===== src/rtl/fetch_stage_pkg.sv =====
`default_nettype none
// ============================================================================
// Module   : fetch_stage_pkg
// Purpose  : Shared types for the instruction-fetch stage. Holds the fetch
//            entry handed to decode, the fetch FSM encoding and the reset PC.
// Revision : 1.0 - initial release
// ============================================================================
package fetch_stage_pkg;

  // Default boot vector (MIPS kseg1 reset exception address)
  localparam logic [31:0] RESET_PC_DEFAULT = 32'hBFC0_0000;

  // Fetch FSM: issue request, wait for response, hold entry for decode
  typedef enum logic [1:0] {
    REQ  = 2'd0,
    WAIT = 2'd1,
    HOLD = 2'd2
  } fetch_state_t;

  // Entry handed from fetch to decode
  typedef struct packed {
    logic [31:0] pc;
    logic [31:0] instruction;
    logic        delay_slot;
    logic        jump;
  } fetch_data_t;

  // Clears the byte offset of an address
  function automatic logic [31:0] word_align(input logic [31:0] addr);
    return {addr[31:2], 2'b00};
  endfunction

endpackage
`default_nettype wire


===== src/rtl/fetch_pc_sel.sv =====
`default_nettype none
// ============================================================================
// Module   : fetch_pc_sel
// Purpose  : Combinational next-PC select for the fetch stage. A flush wins,
//            then a pending branch target once its delay slot has been
//            handed over, otherwise sequential pc+4 (wraps at 2^32).
// Revision : 1.0 - initial release
// ============================================================================
module fetch_pc_sel
  import fetch_stage_pkg::*;
(
  input  logic [31:0] entry_pc,
  input  logic        pend_valid,
  input  logic [31:0] pend_target,
  input  logic        delay_slot,
  input  logic        flush,
  input  logic [31:0] flush_pc,
  output logic [31:0] next_pc,
  output logic        next_is_target
);

  // Priority select of the PC to fetch next
  always_comb begin
    next_pc        = entry_pc + 32'd4;
    next_is_target = 1'b0;
    if (flush) begin
      next_pc = flush_pc;
    end else if (pend_valid && delay_slot) begin
      next_pc        = pend_target;
      next_is_target = 1'b1;
    end
  end

endmodule
`default_nettype wire


===== src/rtl/fetch_stage.sv =====
`default_nettype none
// ============================================================================
// Module   : fetch_stage
// Purpose  : MIPS instruction-fetch stage. Owns the PC, keeps one request in
//            flight, buffers one instruction for decode and applies
//            delay-slot redirects and flushes (with stale-response dropping).
// Revision : 1.0 - initial release
// ============================================================================
module fetch_stage
  import fetch_stage_pkg::*;
#(
  parameter logic [31:0] RESET_PC         = RESET_PC_DEFAULT,
  parameter bit          ADDR_ALIGN_CHECK = 1'b1
) (
  input  logic        clk,
  input  logic        reset,
  output logic        ireq_valid,
  output logic [31:0] ireq_addr,
  input  logic        ireq_addr_ok,
  input  logic        iresp_data_ok,
  input  logic [31:0] iresp_data,
  output logic        out_valid,
  input  logic        out_ready,
  output fetch_data_t out_data,
  input  logic        redirect_valid,
  input  logic [31:0] redirect_target,
  input  logic        flush_valid,
  input  logic [31:0] flush_pc
);

  fetch_state_t state_q, state_d;
  logic [31:0]  pc_q, pc_d;
  logic         is_target_q, is_target_d;    // pc_q came from a branch target
  logic [31:0]  buf_pc_q, buf_pc_d;
  logic [31:0]  buf_instr_q, buf_instr_d;
  logic         buf_jump_q, buf_jump_d;
  logic         pend_valid_q, pend_valid_d;
  logic [31:0]  pend_target_q, pend_target_d;
  logic         ds_pending_q, ds_pending_d;
  logic [1:0]   drop_cnt_q, drop_cnt_d;

  logic [31:0]  redir_tgt, flush_tgt;
  logic         redirect_eff, ds_now, drop_inc, drop_dec;
  logic [31:0]  sel_pc;
  logic         sel_is_target;

  generate
    if (ADDR_ALIGN_CHECK) begin : g_align
      assign redir_tgt = word_align(redirect_target);
      assign flush_tgt = word_align(flush_pc);
    end else begin : g_no_align
      assign redir_tgt = redirect_target;
      assign flush_tgt = flush_pc;
    end
  endgenerate

  // A flush in the same cycle cancels the redirect entirely
  assign redirect_eff = redirect_valid && !flush_valid;
  // The entry handed over now is the delay slot if a redirect is pending or arriving
  assign ds_now       = ds_pending_q || redirect_eff;

  // Requests are held off while stale responses are still owed; the reset
  // term keeps the request low while the async reset is asserted
  assign ireq_valid = reset && (state_q == REQ) && (drop_cnt_q == 2'd0);
  assign ireq_addr  = pc_q;
  assign out_valid  = (state_q == HOLD);

  // Present the buffered entry; delay_slot reflects redirects seen so far
  always_comb begin
    out_data             = '0;
    out_data.pc          = buf_pc_q;
    out_data.instruction = buf_instr_q;
    out_data.jump        = buf_jump_q;
    out_data.delay_slot  = (state_q == HOLD) && ds_now;
  end

  fetch_pc_sel u_pc_sel (
    .entry_pc       (buf_pc_q),
    .pend_valid     (pend_valid_q || redirect_eff),
    .pend_target    (redirect_eff ? redir_tgt : pend_target_q),
    .delay_slot     (ds_now),
    .flush          (flush_valid),
    .flush_pc       (flush_tgt),
    .next_pc        (sel_pc),
    .next_is_target (sel_is_target)
  );

  // Stale-response accounting: count requests orphaned by a flush
  always_comb begin
    drop_inc   = flush_valid &&
                 (((state_q == WAIT) && !iresp_data_ok) || (ireq_valid && ireq_addr_ok));
    drop_dec   = iresp_data_ok && (drop_cnt_q != 2'd0);
    drop_cnt_d = drop_cnt_q;
    if (drop_inc && !drop_dec) begin
      if (drop_cnt_q != 2'd3) drop_cnt_d = drop_cnt_q + 2'd1;
    end else if (drop_dec && !drop_inc) begin
      drop_cnt_d = drop_cnt_q - 2'd1;
    end
  end

  // Fetch FSM, buffer load and redirect/flush bookkeeping
  always_comb begin
    state_d       = state_q;
    pc_d          = pc_q;
    is_target_d   = is_target_q;
    buf_pc_d      = buf_pc_q;
    buf_instr_d   = buf_instr_q;
    buf_jump_d    = buf_jump_q;
    pend_valid_d  = pend_valid_q;
    pend_target_d = pend_target_q;
    ds_pending_d  = ds_pending_q;

    if (redirect_eff) begin
      pend_target_d = redir_tgt;
      pend_valid_d  = 1'b1;
      ds_pending_d  = 1'b1;
    end

    case (state_q)
      REQ: begin
        if (ireq_valid && ireq_addr_ok) state_d = WAIT;
      end
      WAIT: begin
        if (iresp_data_ok && (drop_cnt_q == 2'd0)) begin
          state_d     = HOLD;
          buf_pc_d    = pc_q;
          buf_instr_d = iresp_data;
          buf_jump_d  = is_target_q;
        end
      end
      HOLD: begin
        if (out_ready) begin
          state_d     = REQ;
          pc_d        = sel_pc;
          is_target_d = sel_is_target;
          if (ds_now) ds_pending_d = 1'b0;
          if (sel_is_target) pend_valid_d = 1'b0;
        end
      end
      default: state_d = REQ;
    endcase

    if (flush_valid) begin
      state_d      = REQ;
      pc_d         = sel_pc;
      is_target_d  = 1'b0;
      pend_valid_d = 1'b0;
      ds_pending_d = 1'b0;
    end
  end

  // State registers with asynchronous active-low reset
  always_ff @(posedge clk or negedge reset) begin
    if (!reset) begin
      state_q       <= REQ;
      pc_q          <= RESET_PC;
      is_target_q   <= 1'b0;
      buf_pc_q      <= '0;
      buf_instr_q   <= '0;
      buf_jump_q    <= 1'b0;
      pend_valid_q  <= 1'b0;
      pend_target_q <= '0;
      ds_pending_q  <= 1'b0;
      drop_cnt_q    <= 2'd0;
    end else begin
      state_q       <= state_d;
      pc_q          <= pc_d;
      is_target_q   <= is_target_d;
      buf_pc_q      <= buf_pc_d;
      buf_instr_q   <= buf_instr_d;
      buf_jump_q    <= buf_jump_d;
      pend_valid_q  <= pend_valid_d;
      pend_target_q <= pend_target_d;
      ds_pending_q  <= ds_pending_d;
      drop_cnt_q    <= drop_cnt_d;
    end
  end

  // More than three orphaned requests would overflow the drop counter
  a_drop_cnt_sat: assert property (@(posedge clk) disable iff (!reset)
    !(drop_inc && !drop_dec && (drop_cnt_q == 2'd3)));

endmodule
`default_nettype wire


===== config.mk =====
export PLATFORM = sky130hd
export DESIGN_NAME = fetch_stage
export DESIGN_NICKNAME = d
export VERILOG_FILES = /design/src/rtl/fetch_stage_pkg.sv /design/src/rtl/fetch_pc_sel.sv /design/src/rtl/fetch_stage.sv
export SDC_FILE = /design/constraint.sdc
export NUM_CORES = 1
export LEC_CHECK = 0
export ABC_AREA = 1
export CAP_MARGIN = 25
export CORE_ASPECT_RATIO = 0.5
export CORE_MARGIN = 3
export CORE_UTILIZATION = 40
export DETAILED_ROUTE_END_ITERATION = 8
export HOLD_SLACK_MARGIN = 0.06
export PLACE_DENSITY = 0.75
export SYNTH_ARGS = -nofsm -noshare
export SYNTH_HDL_FRONTEND = slang
export SYNTH_SLANG_ARGS = --single-unit

===== constraint.sdc =====
create_clock -name clk -period 2 [get_ports clk]
set_clock_uncertainty 0.15 [all_clocks]
set_input_delay 0.3 -clock clk [delete_from_list [all_inputs] [get_ports clk]]
set_output_delay 0.3 -clock clk [all_outputs]
set_load 0.03 [all_outputs]

# Yosys cells after proc, flatten, opt, wreduce, memory -nomap -nowiden
# Index checks and enable logic that the tools add are counted.
[op_classes]
muxes = 29
reduce_logical = 29
n_addsub = 3
eq_ne = 7
[op_table]
columns = ["cell", "count"]
rows = [
  ["$mux W32", 6],
  ["$add A32 B3 Y32 const B", 1],
  ["$mux W1", 15],
  ["$mux W2", 7],
  ["$logic_and A1 B1 Y1", 12],
  ["$reduce_bool A2 Y1", 4],
  ["$ne A3 B2 Y1 const B", 2],
  ["$pmux W2 S3", 1],
  ["$reduce_and A2 Y1", 3],
  ["$logic_not A1 Y1", 4],
  ["$logic_not A2 Y1", 2],
  ["$logic_or A1 B1 Y1", 3],
  ["$ne A3 B1 Y1 const B", 1],
  ["$reduce_and A3 Y1", 1],
  ["$add A2 B1 Y2 const B", 1],
  ["$eq A2 B1 Y1 const B", 1],
  ["$eq A2 B2 Y1 const B", 1],
  ["$ne A2 B1 Y1 const B", 1],
  ["$ne A2 B2 Y1 const B", 1],
  ["$sub A2 B1 Y2 const B", 1],
]
[word_totals]
reg_bits = 136
in_bits = 103
out_inout_bits = 100

# Longest topological paths before layout
# Gate-level depths: netlist of run 1.
[logic_depth]
word_depth = 10
depth_mapped = 10
mapped_depth_nobuf = 10

# Modules after synthesis
# From an unflattened synthesis of run 1, not the netlist that was laid out.
[hier_totals]
cells_unflattened = 903
area_unflattened_um2 = 7099.3
[modules_own_cells]
columns = ["mod", "area_each_um2", "instances", "cells_each"]
rows = [
  ["fetch_stage", 5489.0, 1, 570],
  ["fetch_pc_sel", 1610.3, 1, 333],
]

# Worst setup path before layout of run 1
# OpenSTA, ideal clock, no wires.
[synth_timing]
path_type = "register to register"
start = "register buf_pc_q[2]"
end = "register pc_q[22], in the netlist ireq_addr[22]"
setup_slack_ps = 192
arrival_time_ps = 1582
t_required_ps = 1774
n_path_buf = 0
setup_time_ps = 76
synth_period_minus_slack_ps = 1808
stages_incl_launch_ff = 11
path_cell_list = "dfrtp_1 ha_1 inv_1 nor2_1 nand2_1 nor2_2 nand2_1 nand2_1 nand3_1 nand2_1 nand2_1"
[synth_via]
elab_chain_len = 6
[synth_rtl]
columns = ["item", "line_no", "source"]
rows = [
  ["from (decl)", "fetch_stage.sv:34", "logic [31:0] buf_pc_q, buf_pc_d;"],
  ["from (signal assigned)", "fetch_stage.sv:169", "buf_pc_q <= buf_pc_d;"],
  ["$add A32 B3 Y32 *", "fetch_pc_sel.sv:24", "next_pc = entry_pc + 32'd4;"],
  ["$mux W32 *", "fetch_pc_sel.sv:28", "end else if (pend_valid && delay_slot) begin"],
  ["$mux W32 *", "fetch_pc_sel.sv:26", "if (flush) begin"],
  ["$mux W32", "fetch_stage.sv:132", "if (out_ready) begin"],
  ["$mux W32", "fetch_stage.sv:119", "case (state_q)"],
  ["$mux W32 *", "fetch_stage.sv:143", "if (flush_valid) begin"],
  ["to (signal assigned)", "fetch_stage.sv:167", "pc_q <= pc_d;"],
  ["to (decl)", "fetch_stage.sv:32", "logic [31:0] pc_q, pc_d;"],
]
# Mark *: on every way between the ends. The rest lies on a longest branch, timed or not. The select of a mux whose other input is x is not followed.
# A chain may end at the register's enable or synchronous reset.

# Final worst setup path of run 1
[layout_timing]
start = "register pc_q[8], in the netlist ireq_addr[8]"
end = "output ireq_addr[8]"
[layout_rtl]
columns = ["item", "line_no", "source"]
rows = [
  ["to (decl)", "fetch_stage.sv:18", "output logic [31:0] ireq_addr,"],
]
# No word-level cell between the ends.

==> results of run 1 <==
==> synth_stat cells (5+ instances only) <==
master	n
sky130_fd_sc_hd__o21ai_0	65
sky130_fd_sc_hd__inv_1	99
sky130_fd_sc_hd__buf_2	11
sky130_fd_sc_hd__mux2_2	34
sky130_fd_sc_hd__nor2_1	49
sky130_fd_sc_hd__or2_2	13
sky130_fd_sc_hd__a21oi_1	20
sky130_fd_sc_hd__buf_6	5
sky130_fd_sc_hd__dfrtp_1	127
sky130_fd_sc_hd__nand2_1	258
sky130_fd_sc_hd__o21ai_1	17
sky130_fd_sc_hd__nor2_2	5
sky130_fd_sc_hd__buf_4	7
sky130_fd_sc_hd__dfstp_2	9
sky130_fd_sc_hd__a31oi_1	14
sky130_fd_sc_hd__clkbuf_1	5
sky130_fd_sc_hd__nand3_1	45
==> worst paths after layout <==
kind	slack (ns)	startpoint	cells past startpoint	end
worst max-delay path	0.04	ireq_addr[8]	1	ireq_addr[8]
worst min-delay path	0.17	reset	2	buf_instr_q[25]
max in group asynchronous	0.61	reset	3	buf_pc_q[5]
worst min register to register	0.33	pend_target_q[25]	2	pend_target_q[25]
min in group clk	0.30	redirect_target[6]	3	pend_target_q[6]
worst max register to register	0.21	buf_pc_q[2]	8	ireq_addr[12]
==> per-layer routing <==
metal  track usage [%]  share of wire [%]  vias to the layer above
met1              27.3                 43                     2986
li1                  -                  -                     3026
met5                 0                  0                        -
met4              6.12                1.1                        0
met2              35.9                 48                      191
met3              6.56                7.8                       21
==> flip-flops by register name, summed over array words and instances (netlist names) <==
name	count
drop_cnt_q	2
is_target_q	1
buf_jump_q	1
pend_valid_q	1
pend_target_q	32
ds_pending_q	1
state_q	2
buf_pc_q	32
buf_instr_q	32
ireq_addr	32
==> power groups by stage <==
stage	Clock, mW	Sequential [mW]	Combinational (mW)
2_1_floorplan	0	5.62	1.76
3_3_place_gp	0	4.33	5.33
3_5_place_dp	0	4.37	5.42
4_1_cts	3.57	4.32	5.26
5_1_grt	3.68	4.45	5.62
6_report	3.52	4.32	5.21
==> metrics by stage <==
| step | cell area (sq um) | hold WS, ns | util [%] | cells |
|---|---|---|---|---|
| after global routing | 9730 | 0.191 | 61.2 | 1267 |
| after CTS | 9710 | 0.163 | 61.1 | 1267 |
| final | 9730 | 0.171 | 61.2 | 1267 |
| after detailed placement | 9100 | 0.0406 | 57.2 | 1234 |
| after global placement | 9100 | 0.0360 | 57.2 | 1234 |
| after floorplan | 6710 | -0.146 | - | 816 |
==> what timing repair did <==
item / CTS / global route
setup buffers: 0 / 0
setup endpoints to repair: 39 / 6
hold buffers: 1 / 0
gates resized for setup: 39 / 5
hold endpoints to repair: 26 / 0
==> cell usage in the layout (no fill, tap or decap), drive strengths merged, types with 4 or more instances in the layout <==
| cell type | synthesis | routed |
|---|---|---|
| clkbuf | 7 | 20 |
| dlygate4sd2 | 0 | 39 |
| nor2 | 57 | 57 |
| nand3 | 46 | 46 |
| buf | 23 | 32 |
| dlymetal6s2s | 0 | 4 |
| dfrtp | 127 | 127 |
| nand2 | 261 | 261 |
| mux2 | 34 | 34 |
| clkdlybuf4s50 | 0 | 152 |
| o21ai | 83 | 83 |
| dfstp | 9 | 9 |
| bufinv | 0 | 5 |
| clkinv | 2 | 7 |
| or2 | 13 | 13 |
| inv | 102 | 102 |
| a21oi | 20 | 20 |
| a31oi | 14 | 14 |
==> area by class of cell <==
class | instances | area (sq um) | share of cell area (%)
sequential | 136 | 3410 | 35.1
inverter | 104 | 390 | 4.01
clock buffer | 20 | 457 | 4.69
timing repair buffer | 228 | 2290 | 23.6
clock inverter | 12 | 198 | 2.03
tap | 221 | 277 | 2.84
multi-input combinational | 546 | 2700 | 27.8
==> kinds of logic (layout without fill, tap and decap cells) <==
kind of cell / count (synthesis) / count (layout) / synth area share [%]
DFF: 136 / 136 / 50.9
xor gates and xnor gates: 5 / 5 / 0.653
buffers and inverters: 134 / 364 / 8.95
muxes: 34 / 34 / 5.70
adders and majority gates: 1 / 1 / 0.186
and+or+nand+nor: 383 / 383 / 23.9
AOI/OAI and AO/OA: 123 / 123 / 9.77
==> metrics list, run 1 <==
- The run finished with clean final reports.
* Sequential element share of the synthesized area: 50.9%
- Worst-Margin Slew: 0.647 ns
- Width of the chip: 189 um
* CP bufs+invs: 1
- After floorplanning, the core was sized to cover 15900 sq um.
- Post-DP HPWL: 14400 um
* Cell count after synthesis: 816
* Top post-synthesis cells by area: sky130_fd_sc_hd__dfrtp_1, sky130_fd_sc_hd__nand2_1, sky130_fd_sc_hd__mux2_2, sky130_fd_sc_hd__inv_1, sky130_fd_sc_hd__o21ai_0
* P_sw: 5.03 mW
- The clock passes through at most 2 buffers.
- Area growth from synthesis to layout: 45.0%
- Unique cell type count in the Yosys netlist: 38
* Power Total: 13.1 mW
* Number of clock buffers inserted by TritonCTS: 17
* Fraction of registers with async set or reset after synthesis: 100%
- Once detail routing completed, the nets flagged for antenna violations numbered 0.
- For this configuration, the core starts out at a cell density of 42.2%.
- The repair_antennas step left the layout with diodes totalling 0.
- The H-tree was split into 4 levels.
* Slowest stage delay, CP: 0.70 ns
* Category of cells accounting for the largest share of critical-path delay: buffers and inverters
- Portion of total power attributed to combinational logic: 39.9%
* Number of enable flip-flop cells after synthesis: 0
* Overall track demand over capacity in global routing: 21.6%
* CTS tree: built
- In the final timing run, aggregate negative setup slack is 0 ns.
- Count of max-cap constraint violations: 0
* Design internal power: 8.02 mW
- Counting the fill cells in the layout gives 1366.
- The synthesized design spends more area on one cell type than any other, namely sky130_fd_sc_hd__dfrtp_1.
- Subtracting the final worst setup slack from the clock period gives 1.96 ns.
* Signal arrival time at the worst endpoint: 1.51 ns
- Each instance of the synthesized netlist takes up on average 8.22 sq um.
* Clock root buffer: sky130_fd_sc_hd__clkbuf_16
* Data required, critical path: 1.55 ns
- Classification of the worst-slack hold path: in -> async
- The count of buffers added on input and output ports is 198.
* Clock slew at the register clock pins of the worst setup and hold paths: 0.07 ns
* Final-report max-slew violation count: 0
- Among all flip-flop cells after synthesis, the most frequent one is sky130_fd_sc_hd__dfrtp_1.
- Dividing the detail-routed wire length by the instance count gives 15.6 um.
- Total routed wirelength: 19700 um
* Category of the worst setup path capture point: output pin
* Maximum number of pins on one net before global-route repair: 111
- Classification of the worst setup path: reg -> out
- During synthesis, Yosys emitted a total of 0 warnings.
* Number of vias per cell: 4.91
* RSZ-0062 raised after global routing: false
* Number of global-route vias before repair: 6290
* GP Congestion: 0.965
* Antenna violations before repair: 0
* Headroom to the max-slew limit: 56.9%
- Congestion Overflow GR: 0
- Die Height: 97.6 um
- Clk Latency, worst-skew pair: 0.42 ns
* First-pass detailed-route iteration total: 5
- Remaining DRCs: 0
- Cells traversed along the worst timing path: clkdlybuf4s50_1
* Final Worst Setup Slack: 0.0357 ns
* # setup viols final: 0
* Pre-CTS setup slack: -0.0179 ns
- Of the total power, registers draw 33.1%.
- Clock net sink count: 136
- In this run the biggest area consumer among cell types represents 47.4% of the synthesized area.
- Fraction of power spent switching nets: 38.5%
- For this design the ratio of total power to cell area is 1340 nW/um^2.
- Count of standard-cell rows: 32
- First DRT Iteration DRCs: 403
- STA classifies the critical path startpoint as a flip-flop.
- The share of total power dissipated in the clock network is 27.0%.
* DR vias: 6224
- Crit path max fanout: 3
- The die covers 18500 sq um.
- Netlist Area Pre-Place: 6710 sq um
- Maximum clock rate: 509 MHz
* Layout cell share with drive strength beyond 1: 12.9%
- Post-synth net total: 920
- The number of hold-slack violations in the final timing report came to 0.
* Leak Pwr: 4.60 nW
- Number of ports placed on the die boundary: 203
* Period utilization: 98.2%
- Synthesis inferred 136 register bits.
* Peak supply drop: 0.000975 V
- Number of nets in the final layout: 1137
- First-pass GRT wire length: 31900 um
- Among all stages on the critical path, the largest delay is contributed by sky130_fd_sc_hd__clkdlybuf4s50_1.
Power figures use the tool's default switching activity.
==> inputs of run 2 (changes only) <==
CAP_MARGIN = 20   (was 25)
CORE_UTILIZATION = 39   (was 40)
PLACE_DENSITY = 0.73   (was 0.75)
==> run 2 against run 1 <==
Register-to-register slack is essentially flat. Critical path depth stayed put. Non-clock buffer count fell by 1. Global-route usage shrank 0.10 points. Final cell count increased by 0.39%. Die area increased by 2.4%. Maximum frequency is 1.3% higher. Sequential share of layout area up 0.20 points. Clock power fell by 11%. Design area decreased by 0.55%. Worst hold slack worse by 0.038 ns. Sequential cell count stayed put. Critical path type unchanged. Critical endpoint is now ireq_addr[14]. Largest cell class unchanged.
==> metrics list, run 2 (synthesized netlist as in run 1, its figures left out) <==
- First-pass GRT wire length: 31800 um
- Clk Latency, worst-skew pair: 0.41 ns
- The initial utilization of the core area, before any placement, comes to 40.4%.
- Antenna violations before repair: 0
* Final core occ: 58.3%
- In this run the register-to-register setup slack is 0.20 ns.
- Final critical delay including setup and external delays: 1.94 ns
* # setup viols final: 0
- In the routed layout, each cell is associated on average with a via count of 4.87.
- Kind of launch point of the worst setup path: flip-flop
* Endpoints failing hold: 0
* Number of logic stages on the critical path including buffering: 1
* Width of the chip: 192 um
- Crit path max fanout: 3
- Setup repair after global routing left no endpoint under its margin.
* Area growth from synthesis to layout: 44.2%
- In the layout the commonest cells are sky130_fd_sc_hd__nand2_1, sky130_fd_sc_hd__clkdlybuf4s50_1, sky130_fd_sc_hd__dfrtp_1, sky130_fd_sc_hd__inv_1, sky130_fd_sc_hd__o21ai_0.
- TritonCTS built the clock tree.
- Cells traversed along the worst timing path: clkdlybuf4s50_1
* Number of port buffers: 198
* Period utilization: 96.9%
* Maximum number of pins on one net before global-route repair: 60
* Total non-filler cell area in the finished layout: 9680 sq um
- Placed Instance Area: 9110 sq um
* Die Height: 98.8 um
- Data required, critical path: 1.55 ns
- R2R Path Start: buf_pc_q[3]
- Slowest stage delay, CP: 0.70 ns
- Final-report max-slew violation count: 0
- Counting both buffers and inverters, the worst setup path holds a total of 1.
- Among all stages on the critical path, the largest delay is contributed by sky130_fd_sc_hd__clkdlybuf4s50_1.
* Number of nets in the final layout: 1136
* Number of buffers added for setup after CTS: 0
- Remaining DRCs: 0
- Overall die area: 18900 sq um
- Once routing completed, OpenROAD measured the worst setup slack at 0.0617 ns.
- Layout cell share with drive strength beyond 1: 12.8%
- Clock tree buffer depth: 2
- In this run the worst setup path terminates at ireq_addr[14].
* GP Congestion: 0.950
- The cell family contributing the most delay on the critical path is buffers and inverters.
- Count of max-cap constraint violations: 0
- Routed Antenna Nets: 0
- Number of clock buffers inserted by TritonCTS: 17
- Most frequent standard cell in the layout excluding fill and tap cells: sky130_fd_sc_hd__nand2_1
- Clock tree synthesis found a total of 136 sinks.
- STA classifies the critical path endpoint as an output pin.
- Data on the critical path arrives at its endpoint at 1.49 ns.
- Timing would allow up to 516 MHz.
* First DRT Iteration DRCs: 409
- Power per unit of standard cell area: 1310 nW/um^2
- The repair_antennas step left the layout with diodes totalling 0.
- For the pin with the worst max-slew slack, the measured transition is 0.378 ns.
* FF-to-FF End: ireq_addr[12]
* Clock root buffer: sky130_fd_sc_hd__clkbuf_16
* Cell count of the worst reg-to-reg path: 8
- Congestion Overflow GR: 0
* Post-DP HPWL: 14900 um
* Number of ports placed on the die boundary: 203
- The final route contains 6191 vias.
* Classification of the worst setup path: reg -> out
- The tightest min-delay check is of the in -> async type.
- Clock slew at the register clock pins of the worst setup and hold paths: 0.06 ns
- Result of the run: complete, no violations
* Headroom to the max-slew limit: 74.7%
- Before antenna repair, the detailed router went through 5 iterations.
- Count of standard-cell rows: 33
- In the final routed layout, each cell accounts on average for 15.5 um.
* Overall track demand over capacity in global routing: 21.5%
* Total routed wirelength: 19800 um
- Number of global-route vias before repair: 6332
- Before CTS, the worst setup slack after placement is -0.0300 ns.
- H-tree levels: 4
- The worst-case IR drop observed on VDD is 0.000788 V.
- Summed over all cells, the static leakage comes to 4.57 nW.
- Core Area: 16600 sq um
* Critical Path Start: ireq_addr[14]
==> run 2: worst min-delay path by stage <==
stage	end	slack, ns	cells past startpoint
floorplan	buf_instr_q[0]	-0.15	0
global placement	drop_cnt_q[0]	-0.01	1
detailed placement	drop_cnt_q[0]	-0.01	1
CTS	drop_cnt_q[0]	0.13	2
global route	drop_cnt_q[0]	0.12	2
finish	drop_cnt_q[0]	0.13	2
==> run 2: area by class of cell <==
class	instances	area [sq um]
fill	1445	6920
sequential	136	3410
multi-input combinational	546	2700
timing repair buffer	227	2300
clock buffer	19	433
inverter	104	390
tap	227	284
clock inverter	13	155
==> run 2: stage by stage <==
| step | std cells | setup TNS, ns | hold WS (ns) | power (mW) |
|---|---|---|---|---|
| floorplan | 816 | 0 | -0.146 | 7.37 |
| global placement | 1239 | 0 | -0.0126 | 9.67 |
| detailed placement | 1239 | -0.0940 | -0.0116 | 9.80 |
| CTS | 1272 | 0 | 0.127 | 12.8 |
| global route | 1272 | 0 | 0.124 | 13.4 |
| finish | 1272 | 0 | 0.133 | 12.7 |
==> run 2: where the power goes <==
group | switching [mW] | internal, mW
sequential | 0.726 | 3.60
clock | 1.19 | 1.95
combinational | 3.08 | 2.15
==> run 2: repair_timing <==
item	4_1_cts	5_1_grt
endpoints found under the setup margin	39	5
hold endpoints to repair	47	0
gates resized for setup	39	6
pin swaps	0	1
hold buffers	1	0
cloned	0	0
==> run 2: layer usage <==
metal  up-vias  global-route usage [%]  wire length [um]  share of wire, %
met2       195                    36.2              9560                48
met5         -                       0                 0                 0
met4         0                    5.86               208               1.1
met3        15                    6.43              1530               7.7
met1      2962                    27.1              8450                43
li1       3019                       -                 -                 -
==> inputs of run 3 (changes only) <==
clock period = 2.3 ns   (was 2 ns; I/O delays follow)
==> run 3 against run 2 <==
Combinational power down 12%. Sequential cell count did not move. Non-clock buffer count shrank 14. Sequential power down 12%. Highest routed layer unchanged. Utilization is 0.55 points lower. Largest cell class unchanged. Routed wire length is 0.97% higher. Register-to-register slack better by 0.12 ns.
==> metrics list, run 3 (synthesized netlist as in run 1, its figures left out) <==
- Routed Antenna Nets: 0
- The path class of the tightest hold or removal check is in -> async.
* Core Area: 16600 sq um
- Clock root buffer: sky130_fd_sc_hd__clkbuf_16
* Result of the run: complete, no violations
- Final-report max-slew violation count: 0
- In the layout the commonest cells are sky130_fd_sc_hd__nand2_1, sky130_fd_sc_hd__clkdlybuf4s50_1, sky130_fd_sc_hd__dfrtp_1, sky130_fd_sc_hd__inv_1, sky130_fd_sc_hd__o21ai_0.
- STA classifies the critical path endpoint as an output pin.
- STA puts the critical path data required time at 1.80 ns.
* Antenna violations before repair: 0
- The worst path uses 94.0% of the clock period.
* Congestion Overflow GR: 0
- Setup slack closes at 0.139 ns.
* Number of gates resized after cts: 0
- Dividing the detail-routed wire length by the instance count gives 15.8 um.
- Summed over all failing endpoints, the final setup total negative slack is 0 ns.
* Endpoints failing hold: 0
- Initial standard-cell utilization of the core: 40.4%
- Measured along the y axis, the die boundary spans 98.8 um.
* Layout cell share with drive strength beyond 1: 11.5%
- Setup repair after global routing left no endpoint under its margin.
* Signal arrival time at the worst endpoint: 1.67 ns
- Overall die area: 18900 sq um
- Detailed placement ended at an HPWL of 14300 um.
- The worst register-to-register path has a depth of 10.
* Clk Latency, worst-skew pair: 0.42 ns
- The routed layout has 6236 vias.
* Peak supply drop: 0.000811 V
* Number of clock buffers inserted by TritonCTS: 17
- Leak Pwr: 4.34 nW
- Final critical delay including setup and external delays: 2.16 ns
- After the first detailed-routing iteration, the DRC count stood at 383.
- Crit path max fanout: 3
* Remaining DRCs: 0
- Number of buffers added for setup after CTS: 0
- CTS tree: built
- Number of nets in the final layout: 1122
- Headroom to the max-slew limit: 53.5%
* Power per unit of standard cell area: 1180 nW/um^2
* Width of the chip: 192 um
- The share of total power dissipated in the clock network is 26.1%.
* Hold Buf Count CTS: 1
* GP Congestion: 0.909
* Maximum number of pins on one net before global-route repair: 133
- Count of standard-cell rows: 33
- Clock tree buffer depth: 2
- STA classifies the critical path startpoint as a flip-flop.
- The count of buffers added on input and output ports is 198.
- The share of total power dissipated in sequential elements is 33.4%.
- Design internal power: 7.00 mW
- The via count of the first global-routing pass was 6572.
- In this run the count of I/O pins placed on the die edge is 203.
- Total routed wirelength: 19900 um
* Pre-CTS setup slack: 0.160 ns
- The first global-routing pass estimated 32500 um of wire.
- From synthesis to final layout, the design area changed by 42.8%.
- After clock tree synthesis, the clock-pin slew on the worst setup and hold paths is 0.06 ns.
* Portion of total power attributed to combinational logic: 40.5%
* # setup viols final: 0
- Fraction of power spent switching nets: 38.4%
* Overall track demand over capacity in global routing: 21.7%
- P_sw: 4.36 mW
- The pre-antenna-repair detailed-routing pass consisted of 5 iterations.
* Classification of the worst setup path: reg -> out
- Number of vias per cell: 4.95
- The design draws 11.4 mW.
- Fillers: 1501
- Clock net sink count: 136
- Leaving out fill and tap cells, the most frequent cell in the layout is sky130_fd_sc_hd__nand2_1.
- Count of max-cap constraint violations: 0
- Maximum clock rate: 463 MHz
- At the pin with the least slew margin, the transition time is 0.697 ns.
- H-tree levels: 4
[run 3: stage by stage]
| step | instances | hold WS (ns) | utilization (%) | instance area [sq um] |
|---|---|---|---|---|
| after floorplan | 816 | -0.101 | - | 6710 |
| after global placement | 1225 | -0.00310 | 53.8 | 8930 |
| after detailed placement | 1225 | -0.00246 | 53.8 | 8930 |
| after CTS | 1258 | 0.235 | 57.7 | 9580 |
| after global routing | 1258 | 0.244 | 57.7 | 9580 |
| final | 1259 | 0.262 | 57.7 | 9580 |
[run 3: metal layers]
metal,vias to the layer above,global-route usage [%],part of all wire [%]
met5,-,0,0
li1,2996,-,-
met4,0,6.54,1.6
met1,3018,27.0,43
met2,193,36.6,48
met3,29,6.57,7.5
[run 3: layout make-up]
class | count | area (sq um) | area share [%]
multi-input combinational | 546 | 2700 | 28.1
inverter | 104 | 390 | 4.07
antenna | 1 | 2.50 | 0.0261
timing repair buffer | 213 | 2160 | 22.5
tap | 227 | 284 | 2.96
clock inverter | 10 | 166 | 1.74
clock buffer | 22 | 474 | 4.95
sequential | 136 | 3410 | 35.6
[run 3: final timing paths]
path	startpoint	slack (ns)	to
max in group asynchronous	reset	0.85	buf_pc_q[22]
worst max register to register	buf_pc_q[2]	0.32	ireq_addr[26]
min in group clk	pend_target_q[26]	0.33	pend_target_q[26]
worst max-delay path	state_q[0]	0.14	out_valid
worst min register to register	pend_target_q[26]	0.33	pend_target_q[26]
worst min-delay path	reset	0.26	buf_instr_q[26]
[run 3: power by group through the flow]
| stage | logic, mW | clock network (mW) | registers (mW) |
|---|---|---|---|
| global route | 4.96 | 3.11 | 3.89 |
| global placement | 4.53 | 0 | 3.78 |
| finish | 4.60 | 2.96 | 3.79 |
| CTS | 4.64 | 3.00 | 3.79 |
| detailed placement | 4.60 | 0 | 3.82 |
| floorplan | 1.53 | 0 | 4.88 |
[run 3: worst max-delay path: stages, from the launching register on]
cell	delay, ns
sky130_fd_sc_hd__dfrtp_1	0.42
sky130_fd_sc_hd__nor2_4	0.15
sky130_fd_sc_hd__clkdlybuf4s50_1	0.68
